===== src/rtl/mvm_seq_ctrl_if.sv =====
// mvm_seq_ctrl_if
// Bundles the control/handshake signals between the MVM sequencing controller and its
// datapath (x memory, A memory, MAC, y memory) plus the input and output streams.
//   master : the controller side (drives s_ready, memory controls, MAC controls, m_valid,
//            overflow, busy; samples s_valid, mac_ovf, m_ready).
//   slave  : the datapath / stream side, directions reversed.
// Parameters:
//   K   : matrix/vector dimension (K >= 2)
//   AWX : x/y memory address width
//   AWA : A memory address width
interface mvm_seq_ctrl_if #(
   parameter int unsigned K   = 3,
   parameter int unsigned AWX = $clog2(K),
   parameter int unsigned AWA = $clog2(K * K)
);

   // Input word stream (data goes straight to the x/A memories)
   logic           s_valid;
   logic           s_ready;

   // x / A memory write controls, shared with the compute-phase read addresses
   logic           wr_en_x;
   logic [AWX-1:0] addr_x;
   logic           wr_en_a;
   logic [AWA-1:0] addr_a;

   // MAC controls and its overflow flag
   logic           mac_en;
   logic           mac_first;
   logic           mac_ovf;

   // y memory (single shared read/write port)
   logic           wr_en_y;
   logic [AWX-1:0] addr_y;

   // Output word stream (data is the y memory data_out)
   logic           m_valid;
   logic           m_ready;

   // Status
   logic           overflow;
   logic           busy;

   modport master (
      input  s_valid,
      output s_ready,
      output wr_en_x,
      output addr_x,
      output wr_en_a,
      output addr_a,
      output mac_en,
      output mac_first,
      input  mac_ovf,
      output wr_en_y,
      output addr_y,
      output m_valid,
      input  m_ready,
      output overflow,
      output busy
   );

   modport slave (
      output s_valid,
      input  s_ready,
      input  wr_en_x,
      input  addr_x,
      input  wr_en_a,
      input  addr_a,
      input  mac_en,
      input  mac_first,
      output mac_ovf,
      input  wr_en_y,
      input  addr_y,
      input  m_valid,
      output m_ready,
      input  overflow,
      input  busy
   );

endinterface


===== src/rtl/mvm_seq_ctrl.sv =====
// mvm_seq_ctrl
// Sequencing controller for a KxK matrix-vector multiply datapath. Loads K x-words then
// K*K A-words (row-major) from a valid/ready stream, runs K*K back-to-back MAC cycles with
// no bubbles between rows, writes each row result to the y memory, then streams
// y[0..K-1] out over a valid/ready handshake. One job at a time.
// Ports:
//   clk   : rising-edge clock
//   reset : synchronous reset, active-low; while low every output is forced to 0
//   bus   : mvm_seq_ctrl_if master modport (stream handshakes, memory/MAC controls,
//           overflow and busy status)
// Phases: LoadX -> LoadA -> Compute (K*K) -> Drain (2) -> Prep (1) -> Output -> LoadX.
module mvm_seq_ctrl #(
   parameter int unsigned K   = 3,
   parameter int unsigned AWX = $clog2(K),
   parameter int unsigned AWA = $clog2(K * K)
) (
   input logic            clk,
   input logic            reset,
   mvm_seq_ctrl_if.master bus
);

   localparam logic [AWA-1:0] LastX = AWA'(K - 1);
   localparam logic [AWA-1:0] LastA = AWA'(K * K - 1);
   localparam logic [AWX-1:0] LastJ = AWX'(K - 1);

   typedef enum logic [2:0] {
      StLoadX,
      StLoadA,
      StCompute,
      StDrain,
      StPrep,
      StOutput
   } state_e;

   state_e         state_q, state_d;

   // n is the single phase counter: load index, flat issue index (= i*K+j), drain
   // phase, and output index o, depending on state. It is cleared on every phase exit.
   logic [AWA-1:0] n_q, n_d;
   logic [AWX-1:0] i_q, i_d;
   logic [AWX-1:0] j_q, j_d;

   // Read stage: the issue stage delayed one cycle to match the registered memory reads.
   logic           rd_q;
   logic           rd_first_q;
   logic           rd_last_q;
   logic [AWX-1:0] rd_row_q;

   // y write stage: the cycle after a row's last read stage.
   logic           wy_q;
   logic [AWX-1:0] wy_row_q;

   logic           ovf_q, ovf_d;

   // Addresses hold their last driven value when no phase owns them.
   logic [AWX-1:0] addr_x_q, addr_x_c;
   logic [AWA-1:0] addr_a_q, addr_a_c;
   logic [AWX-1:0] addr_y_q, addr_y_c;

   logic           s_ready_c;
   logic           wr_en_x_c;
   logic           wr_en_a_c;
   logic           m_valid_c;
   logic           hs_in;
   logic           hs_out;

   // ---------------------------------------------------------------------------------
   // Next-state and output decode
   // ---------------------------------------------------------------------------------
   always_comb begin
      state_d   = state_q;
      n_d       = n_q;
      i_d       = i_q;
      j_d       = j_q;
      ovf_d     = ovf_q | (rd_q & bus.mac_ovf);
      s_ready_c = 1'b0;
      wr_en_x_c = 1'b0;
      wr_en_a_c = 1'b0;
      m_valid_c = 1'b0;
      hs_in     = 1'b0;
      hs_out    = 1'b0;
      addr_x_c  = addr_x_q;
      addr_a_c  = addr_a_q;
      addr_y_c  = addr_y_q;

      unique case (state_q)
         StLoadX: begin
            s_ready_c = 1'b1;
            hs_in     = bus.s_valid;
            wr_en_x_c = hs_in;
            addr_x_c  = n_q[AWX-1:0];
            if (hs_in) begin
               if (n_q == LastX) begin
                  n_d     = '0;
                  state_d = StLoadA;
               end else begin
                  n_d = n_q + 1'b1;
               end
            end
         end

         StLoadA: begin
            s_ready_c = 1'b1;
            hs_in     = bus.s_valid;
            wr_en_a_c = hs_in;
            addr_a_c  = n_q;
            if (hs_in) begin
               if (n_q == LastA) begin
                  n_d     = '0;
                  i_d     = '0;
                  j_d     = '0;
                  state_d = StCompute;
               end else begin
                  n_d = n_q + 1'b1;
               end
            end
         end

         StCompute: begin
            // Issue (i,j): x[j] and A[i*K+j] are read for use in the next cycle.
            addr_x_c = j_q;
            addr_a_c = n_q;
            if (n_q == LastA) begin
               n_d     = '0;
               i_d     = '0;
               j_d     = '0;
               state_d = StDrain;
            end else begin
               n_d = n_q + 1'b1;
               if (j_q == LastJ) begin
                  j_d = '0;
                  i_d = i_q + 1'b1;
               end else begin
                  j_d = j_q + 1'b1;
               end
            end
         end

         StDrain: begin
            // Cycle 1: read stage of the final product. Cycle 2: write y[K-1].
            if (n_q[0]) begin
               n_d     = '0;
               state_d = StPrep;
            end else begin
               n_d = AWA'(1);
            end
         end

         StPrep: begin
            addr_y_c = '0;
            state_d  = StOutput;
         end

         StOutput: begin
            m_valid_c = 1'b1;
            hs_out    = bus.m_ready;
            // Look ahead on the handshake so data_out is already the next word.
            addr_y_c  = n_q[AWX-1:0] + AWX'(hs_out);
            if (hs_out) begin
               if (n_q == LastX) begin
                  n_d     = '0;
                  ovf_d   = 1'b0;
                  state_d = StLoadX;
               end else begin
                  n_d = n_q + 1'b1;
               end
            end
         end

         default: begin
            n_d     = '0;
            i_d     = '0;
            j_d     = '0;
            state_d = StLoadX;
         end
      endcase

      // y writes only occur in Compute/Drain, where nothing else owns addr_y.
      if (wy_q) begin
         addr_y_c = wy_row_q;
      end
   end

   // ---------------------------------------------------------------------------------
   // State and pipeline registers
   // ---------------------------------------------------------------------------------
   always_ff @(posedge clk) begin
      if (!reset) begin
         state_q    <= StLoadX;
         n_q        <= '0;
         i_q        <= '0;
         j_q        <= '0;
         rd_q       <= 1'b0;
         rd_first_q <= 1'b0;
         rd_last_q  <= 1'b0;
         rd_row_q   <= '0;
         wy_q       <= 1'b0;
         wy_row_q   <= '0;
         ovf_q      <= 1'b0;
         addr_x_q   <= '0;
         addr_a_q   <= '0;
         addr_y_q   <= '0;
      end else begin
         state_q    <= state_d;
         n_q        <= n_d;
         i_q        <= i_d;
         j_q        <= j_d;
         rd_q       <= (state_q == StCompute);
         rd_first_q <= (j_q == '0);
         rd_last_q  <= (j_q == LastJ);
         rd_row_q   <= i_q;
         // y memory samples the old accumulator on the same edge the next row loads it.
         wy_q       <= rd_q & rd_last_q;
         wy_row_q   <= rd_row_q;
         ovf_q      <= ovf_d;
         addr_x_q   <= addr_x_c;
         addr_a_q   <= addr_a_c;
         addr_y_q   <= addr_y_c;
      end
   end

   // ---------------------------------------------------------------------------------
   // Outputs: forced low combinationally while reset is held
   // ---------------------------------------------------------------------------------
   assign bus.s_ready   = reset & s_ready_c;
   assign bus.wr_en_x   = reset & wr_en_x_c;
   assign bus.addr_x    = reset ? addr_x_c : '0;
   assign bus.wr_en_a   = reset & wr_en_a_c;
   assign bus.addr_a    = reset ? addr_a_c : '0;
   assign bus.mac_en    = reset & rd_q;
   assign bus.mac_first = reset & rd_q & rd_first_q;
   assign bus.wr_en_y   = reset & wy_q;
   assign bus.addr_y    = reset ? addr_y_c : '0;
   assign bus.m_valid   = reset & m_valid_c;
   assign bus.overflow  = reset & ovf_q;
   assign bus.busy      = reset & (state_q != StLoadX);

endmodule


===== src/flat_wrapper.sv =====
// flat-port wrapper written by rule: the top's interface ports become plain ports
module mvm_seq_ctrl_flat 
#(
   parameter int unsigned K   = 3,
   parameter int unsigned AWX = $clog2(K),
   parameter int unsigned AWA = $clog2(K * K)
)
  (clk, reset, bus_s_valid, bus_s_ready, bus_wr_en_x, bus_addr_x, bus_wr_en_a, bus_addr_a, bus_mac_en, bus_mac_first, bus_mac_ovf, bus_wr_en_y, bus_addr_y, bus_m_valid, bus_m_ready, bus_overflow, bus_busy);
  mvm_seq_ctrl_if #(.K(K), .AWX(AWX), .AWA(AWA)) bus_i ();
  input logic clk;
  input logic reset;
  input wire logic [$bits(bus_i.s_valid)-1:0] bus_s_valid;
  output wire logic [$bits(bus_i.s_ready)-1:0] bus_s_ready;
  output wire logic [$bits(bus_i.wr_en_x)-1:0] bus_wr_en_x;
  output wire logic [$bits(bus_i.addr_x)-1:0] bus_addr_x;
  output wire logic [$bits(bus_i.wr_en_a)-1:0] bus_wr_en_a;
  output wire logic [$bits(bus_i.addr_a)-1:0] bus_addr_a;
  output wire logic [$bits(bus_i.mac_en)-1:0] bus_mac_en;
  output wire logic [$bits(bus_i.mac_first)-1:0] bus_mac_first;
  input wire logic [$bits(bus_i.mac_ovf)-1:0] bus_mac_ovf;
  output wire logic [$bits(bus_i.wr_en_y)-1:0] bus_wr_en_y;
  output wire logic [$bits(bus_i.addr_y)-1:0] bus_addr_y;
  output wire logic [$bits(bus_i.m_valid)-1:0] bus_m_valid;
  input wire logic [$bits(bus_i.m_ready)-1:0] bus_m_ready;
  output wire logic [$bits(bus_i.overflow)-1:0] bus_overflow;
  output wire logic [$bits(bus_i.busy)-1:0] bus_busy;
  assign bus_i.s_valid = bus_s_valid;
  assign bus_s_ready = bus_i.s_ready;
  assign bus_wr_en_x = bus_i.wr_en_x;
  assign bus_addr_x = bus_i.addr_x;
  assign bus_wr_en_a = bus_i.wr_en_a;
  assign bus_addr_a = bus_i.addr_a;
  assign bus_mac_en = bus_i.mac_en;
  assign bus_mac_first = bus_i.mac_first;
  assign bus_i.mac_ovf = bus_mac_ovf;
  assign bus_wr_en_y = bus_i.wr_en_y;
  assign bus_addr_y = bus_i.addr_y;
  assign bus_m_valid = bus_i.m_valid;
  assign bus_i.m_ready = bus_m_ready;
  assign bus_overflow = bus_i.overflow;
  assign bus_busy = bus_i.busy;
  mvm_seq_ctrl #(.K(K), .AWX(AWX), .AWA(AWA)) u_core (.clk(clk), .reset(reset), .bus(bus_i));
endmodule

===== config.mk =====
export PLATFORM = sky130hd
export DESIGN_NAME = mvm_seq_ctrl_flat
export DESIGN_NICKNAME = d
export VERILOG_FILES = /design/src/rtl/mvm_seq_ctrl_if.sv /design/src/rtl/mvm_seq_ctrl.sv /design/src/flat_wrapper.sv
export SDC_FILE = /design/constraint.sdc
export NUM_CORES = 1
export LEC_CHECK = 0
export BUFFER_PORTS_ARGS = -buffer_cell sky130_fd_sc_hd__buf_2
export CORE_ASPECT_RATIO = 0.75
export CORE_MARGIN = 2
export CORE_UTILIZATION = 59
export DETAILED_ROUTE_END_ITERATION = 10
export GPL_TIMING_DRIVEN = 0
export PLACE_DENSITY_LB_ADDON = 0.3
export SYNTH_ARGS = -nofsm -noshare
export SYNTH_HDL_FRONTEND = slang
export SYNTH_SLANG_ARGS = --single-unit

===== constraint.sdc =====
create_clock -name clk -period 3.9 [get_ports clk]
set_clock_uncertainty 0.15 [all_clocks]
set_input_delay 0.195 -clock clk [delete_from_list [all_inputs] [get_ports clk]]
set_output_delay 0.195 -clock clk [all_outputs]
set_load 0.005 [all_outputs]

==> results of run 1 <==
-- repair_timing --
item / CTS / global route
gates resized for setup: 0 / 0
hold buffers: 1 / 0
endpoints found under the hold margin: 1 / 0
-- routing by layer --
layer  vias to the layer above  track usage (%)  part of all wire (%)
met3                         4             5.90                   6.7
met5                         -                0                     0
met2                        40             37.0                    45
met1                       578             33.7                    47
met4                         0             6.67                   1.4
li1                        615                -                     -
-- critical path, cell delays in order (launching register included) --
cell and delay [ps]:
dfxtp_1 340, buf_2 210, buf_2 250, buf_1 380
o211ai_1 150, o21ai_1 100, nor2_1 60, buf_2 150
-- final cells by class --
type                            count  area, sq um  area share (%)
Inverter                            4         15.0           0.950
Timing Repair Buffer               22          115            7.28
Sequential cell                    28          561            35.5
Tap cell                           34         42.5            2.69
Clock buffer                        3         22.5            1.43
Buffer                              9         45.0            2.85
Multi-Input combinational cell    121          779            49.3
-- cells in the final DEF (no fill, tap or decap), types with 3 or more instances in the layout --
master / synthesis / final
dfxtp_1: 28 / 28
inv_1: 3 / 3
and2_1: 9 / 9
nor2b_1: 4 / 4
buf_2: 3 / 24
a31oi_1: 3 / 3
o21ai_1: 5 / 5
mux2i_1: 5 / 5
nor2_1: 16 / 16
nor3_1: 7 / 7
a21oi_1: 11 / 11
nand3b_1: 3 / 3
nand2_1: 14 / 14
and3_1: 4 / 4
clkbuf_1: 4 / 4
ha_1: 4 / 4
clkbuf_4: 0 / 3
nand3_1: 4 / 4
-- flip-flops by register name (all words and copies together), names as in the netlist --
| name | count |
|---|---|
| u_core.j_q | 2 |
| u_core.rd_first_q | 1 |
| u_core.ovf_q | 1 |
| u_core.rd_row_q | 2 |
| u_core.n_q | 4 |
| u_core.addr_x_q | 2 |
| u_core.wy_row_q | 2 |
| u_core.rd_last_q | 1 |
| u_core.addr_y_q | 2 |
| u_core.addr_a_q | 4 |
| u_core.state_q | 3 |
| u_core.rd_q | 1 |
| u_core.i_q | 2 |
| u_core.wy_q | 1 |
-- logic make-up after synthesis --
group / count (synthesis) / synth area share (%)
flip-flops: 28 / 40.0
XOR/XNOR: 2 / 1.25
adder cells (fa/ha/maj): 4 / 3.57
multiplexers: 5 / 3.57
AO/OA/AOI/OAI: 35 / 16.6
buffers and inverters: 13 / 4.29
AND/OR/NAND/NOR: 75 / 30.7
-- path summary, 6_finish.rpt --
path                             startpoint                              to  slack (ps)  cells past startpoint
max reg2reg      u_core.n_q[1]$_SDFFE_PN0P_  u_core.state_q[0]$_SDFFE_PN0P_        1820                      6
min                             bus_mac_ovf         u_core.ovf_q$_SDFF_PN0_          20                      3
min reg2reg   u_core.rd_row_q[0]$_SDFF_PN0_   u_core.wy_row_q[0]$_SDFF_PN0_         290                      1
max          u_core.state_q[1]$_SDFFE_PN0P_                   bus_addr_x[0]        1580                      7
-- power breakdown --
| part | switching, uW | internal, uW |
|---|---|---|
| combinational | 43.2 | 31.2 |
| clock | 77.9 | 36.2 |
| sequential | 8.98 | 293 |
-- per-stage QoR --
stage	instances	hold slack (ps)	util [%]	power (uW)
floorplan	162	180	-	359
global placement	217	272	68.2	378
detailed placement	217	271	68.2	380
CTS	221	14.1	69.6	493
global route	221	35.7	69.6	512
finish	221	21.5	69.6	491
==> impl_metrics.csv, run 1 <==
group,metric,value,unit
sta,final-setup-viol-count,0,
global_route,grt_max_degree,15,
synthesis,netlist_instances,162,
drt,ant_nets,0,
synthesis,ys_warn_count,0,
placed_design,dp_hpwl,2140,um
sta,finalSetupTns,0,ps
floorplan,core_area,2270,sq um
synthesis,synth_top_cell_by_area,"dfxtp_1",
synthesis,synth_cell_type_count,47,
synthesis,synthFlopType,"dfxtp_1",
clocking,clkSlewWorstSetupHoldPaths,140,ps
placed_design,gp_congestion,0.852,
floorplan,chipWidth,60.3,um
drt,viasPerCell,5.60,
sta,grt_setup_unrepaired,"no",
sta,min_period,2320,ps
placed_design,port_buffers,21,
clocking,cts_buffers,3,
final_layout,fillers,193,
drt,vias,1237,
synthesis,syn_area,1400,sq um
drt,drc,0,
clocking,cts-htree-levels,1,
min_path,holdCritPathClass,"in2reg",
clocking,clockBufferDepth,2,
global_route,grtUsageTotal,24.0,%
clocking,cts_sinks,28,
placed_design,placed_area,1550,sq um
sta,tightestPinTransition,506,ps
drt,wl_per_cell,13.3,um
critical_path,crit_path_max_fanout,10,
final_layout,design_area,1580,sq um
sta,max_freq,0.431,GHz
final_layout,drive_gt1_share,19.8,%
floorplan,initial_core_util,61.7,%
drt,dr.pass1.iters,4,
sta,drv_slew,0,
synthesis,yosys.cell_count.top_type,"dfxtp_1",
power,p_leak,0.000677,uW
critical_path,cp.required,3560,ps
floorplan,io_pins,22,
drt,routed_wl,2950,um
synthesis,synth_common_cells,"dfxtp_1, nor2_1, nand2_1, a21oi_1, and2_1",
final_layout,syn2layout_area_growth,12.9,%
synthesis,synth-async-reset-ratio,0,%
synthesis,synth-edff-count,0,
sta,hold_viol,0,
flow_run,maxCapViolCount,0,
final_layout,diodes,0,
synthesis,avgSynthCellArea,8.64,sq um
sta,setup_slack,1580,ps
clocking,insertion_delay,320,ps
floorplan,die_h,46.2,um
drt,dr.first_iter.drc_count,68,
final_layout,nNetsFinal,198,
power,power_density,311,nW/um^2
synthesis,synth-seq-cells,28,
global_route,grt_pass1_vias,1116,
synthesis,synthesis.nets,171,
critical_path,arrival,1970,ps
floorplan,die_area,2780,sq um
synthesis,synthTopCellsByArea,"dfxtp_1, nor2_1, and2_1, a21oi_1, nand2_1",
critical_path,worstSetupEndpointType,"primary output",
critical_path,cp-start-kind,"flip-flop",
placed_design,pre_cts_ws,1890,ps
clocking,cts_setup_buffers,0,
floorplan,rows,15,
synthesis,yosys.area.top_type_share,40.0,%
sta,maxSlewHeadroom,66.3,%
global_route,antenna_found_initial,0,
sta,fin_crit_sh,59.4,%
clocking,cts_root_buffer,"clkbuf_4",
clocking,cts_tree,"yes",
global_route,overflow,0,
synthesis,ys_seq_area_share,40.0,%
global_route,grt_pass1_wl,4910,um
critical_path,path_class,"reg2out",
power,peakVddDrop,187,uV
status,status,"finished clean",
(Power assumes the default switching activity.)
==> run 2, diff against run 1 <==
--- a/config.mk
+++ b/config.mk
@@ -8,7 +8,7 @@
 export BUFFER_PORTS_ARGS = -buffer_cell sky130_fd_sc_hd__buf_2
 export CORE_ASPECT_RATIO = 0.75
 export CORE_MARGIN = 2
-export CORE_UTILIZATION = 59
+export CORE_UTILIZATION = 50
 export DETAILED_ROUTE_END_ITERATION = 10
 export GPL_TIMING_DRIVEN = 0
 export PLACE_DENSITY_LB_ADDON = 0.3
==> constraint.sdc (replaced) <==
create_clock -name clk -period 2 [get_ports clk]
set_clock_uncertainty 0.15 [all_clocks]
set_input_delay 0.1 -clock clk [delete_from_list [all_inputs] [get_ports clk]]
set_output_delay 0.1 -clock clk [all_outputs]
set_load 0.005 [all_outputs]
==> impl_metrics.csv, run 2 (same netlist as run 1, synthesis figures left out) <==
group,metric,value,unit
clocking,cts_root_buffer,"clkbuf_8",
drt,drc,0,
sta,final-setup-viol-count,0,
clocking,cts_buffers,3,
drt,dr.first_iter.drc_count,70,
floorplan,io_pins,22,
critical_path,cp.required,1750,ps
floorplan,die_area,3240,sq um
floorplan,die_h,49.8,um
sta,tightestPinTransition,494,ps
final_layout,design_area,1680,sq um
power,power_density,651,nW/um^2
global_route,grtUsageTotal,21.3,%
floorplan,chipWidth,65.1,um
sta,max_freq,0.528,GHz
flow_run,maxCapViolCount,0,
clocking,cts-htree-levels,1,
final_layout,syn2layout_area_growth,20.2,%
global_route,grt_pass1_vias,1141,
clocking,insertion_delay,280,ps
sta,fin_crit_sh,94.6,%
floorplan,rows,16,
placed_design,port_buffers,21,
clocking,clockBufferDepth,2,
sta,finalSetupTns,0,ps
critical_path,critPathSlowestCell,"dfxtp_2",
status,status,"finished clean",
clocking,cts_tree,"yes",
sta,drv_slew,0,
power,p_leak,0.000733,uW
drt,vias,1251,
drt,wl_per_cell,14.5,um
final_layout,layout_common_cells,"dfxtp_1, buf_2, nor2_1",
placed_design,dp_hpwl,2270,um
floorplan,initial_core_util,53.0,%
sta,hold_viol,0,
critical_path,worstSetupEndpointType,"primary output",
drt,dr.pass1.iters,5,
sta,maxSlewHeadroom,67.0,%
placed_design,gp_congestion,0.935,
global_route,grt_pass1_wl,5240,um
global_route,antenna_found_initial,0,
final_layout,layout_commonest_cell,"dfxtp_1",
drt,ant_nets,0,
global_route,grt_max_degree,16,
drt,viasPerCell,5.51,
final_layout,largestRegisters,"u_core.addr_a_q: 4 flops, u_core.n_q: 4 flops, u_core.state_q: 3 flops",
critical_path,crit_path_max_fanout,10,
critical_path,cp_cell_sequence,"buf_4 -> xnor2_1 -> nor2_2 -> buf_6 -> mux2i_2 -> nor2_1 -> buf_2",
sta,min_period,1890,ps
critical_path,cp_top_family,"buffers and inverters",
final_layout,drive_gt1_share,25.1,%
placed_design,placed_area,1550,sq um
floorplan,core_area,2640,sq um
clocking,clkSlewWorstSetupHoldPaths,90,ps
power,peakVddDrop,528,uV
critical_path,arrival,1640,ps
critical_path,path_class,"reg2out",
global_route,overflow,0,
clocking,cts_sinks,28,
critical_path,cp.buffers_inverters,3,
min_path,holdCritPathClass,"in2reg",
drt,routed_wl,3280,um
final_layout,diodes,0,
critical_path,cp-start-kind,"flip-flop",
final_layout,nNetsFinal,201,
critical_path,cpPeakStageDelay,360,ps
sta,grt_setup_unrepaired,"no",
## run 2: changes by cell type in the layout (fill, tap and decap cells not counted), moves of 3 or more
cell	delta
buf_2	-3
clkbuf_8	+4
clkbuf_1	-3
dfxtp_1	-3
buf_4	+4
## run 2: power breakdown
| group | switching [uW] | internal (uW) |
|---|---|---|
| clock network | 168 | 176 |
| registers | 19.1 | 573 |
| logic | 88.1 | 71.4 |
## run 2: repair_timing
item / in CTS / in global routing
gates resized for setup: 4 / 20
endpoints found under the hold margin: 2 / 0
pin swaps: 1 / 4
hold buffers: 3 / 0
endpoints found under the setup margin: 5 / 14
buffers inserted: 2 / 0
## run 2: through the flow
| step | utilization, % | hold slack, ps | power, uW | worst slack [ps] | std cells |
|---|---|---|---|---|---|
| finish | 63.7 | 241 | 1100 | 107 | 227 |
| global route | 63.7 | 236 | 1150 | 12.9 | 227 |
| CTS | 62.8 | 220 | 1100 | 12.4 | 228 |
| detailed placement | 58.7 | 270 | 744 | -63.8 | 219 |
| global placement | 58.7 | 249 | 738 | 1.25 | 219 |
| floorplan | - | 84.7 | 700 | 234 | 162 |
## run 2: final timing paths
kind	slack (ps)	end	from	depth (start not counted)
worst max-delay path	110	bus_addr_a[0]	u_core.state_q[0]$_SDFFE_PN0P_	7
worst max register to register	120	u_core.ovf_q$_SDFF_PN0_	u_core.n_q[0]$_SDFFE_PN0P_	5
worst min-delay path	240	u_core.state_q[1]$_SDFFE_PN0P_	bus_s_valid	4
worst min register to register	290	u_core.wy_row_q[1]$_SDFF_PN0_	u_core.rd_row_q[1]$_SDFF_PN0_	1
## run 2: layout make-up
class / count / area, sq um
well taps: 36 / 45.0
fillers: 246 / 960
flip-flops and latches: 28 / 567
plain buffers: 9 / 60.1
repair buffers: 25 / 151
inverters: 4 / 15.0
multi-input cells: 121 / 790
clock buffers: 4 / 55.1
## run 2: metal layers
layer	track usage, %	vias to the layer above	wire length [um]
li1	-	625	-
met3	6.16	8	194
met4	5.56	0	54
met1	27.4	583	1470
met2	35.2	35	1560
met5	0	-	0
## run 2: worst register-to-register path: stages (launching register included)
cell	delay [ps]
dfxtp_4	390
inv_2	90
ha_1	160
nor3b_4	270
a41oi_1	150
dlygate4sd3_1	570
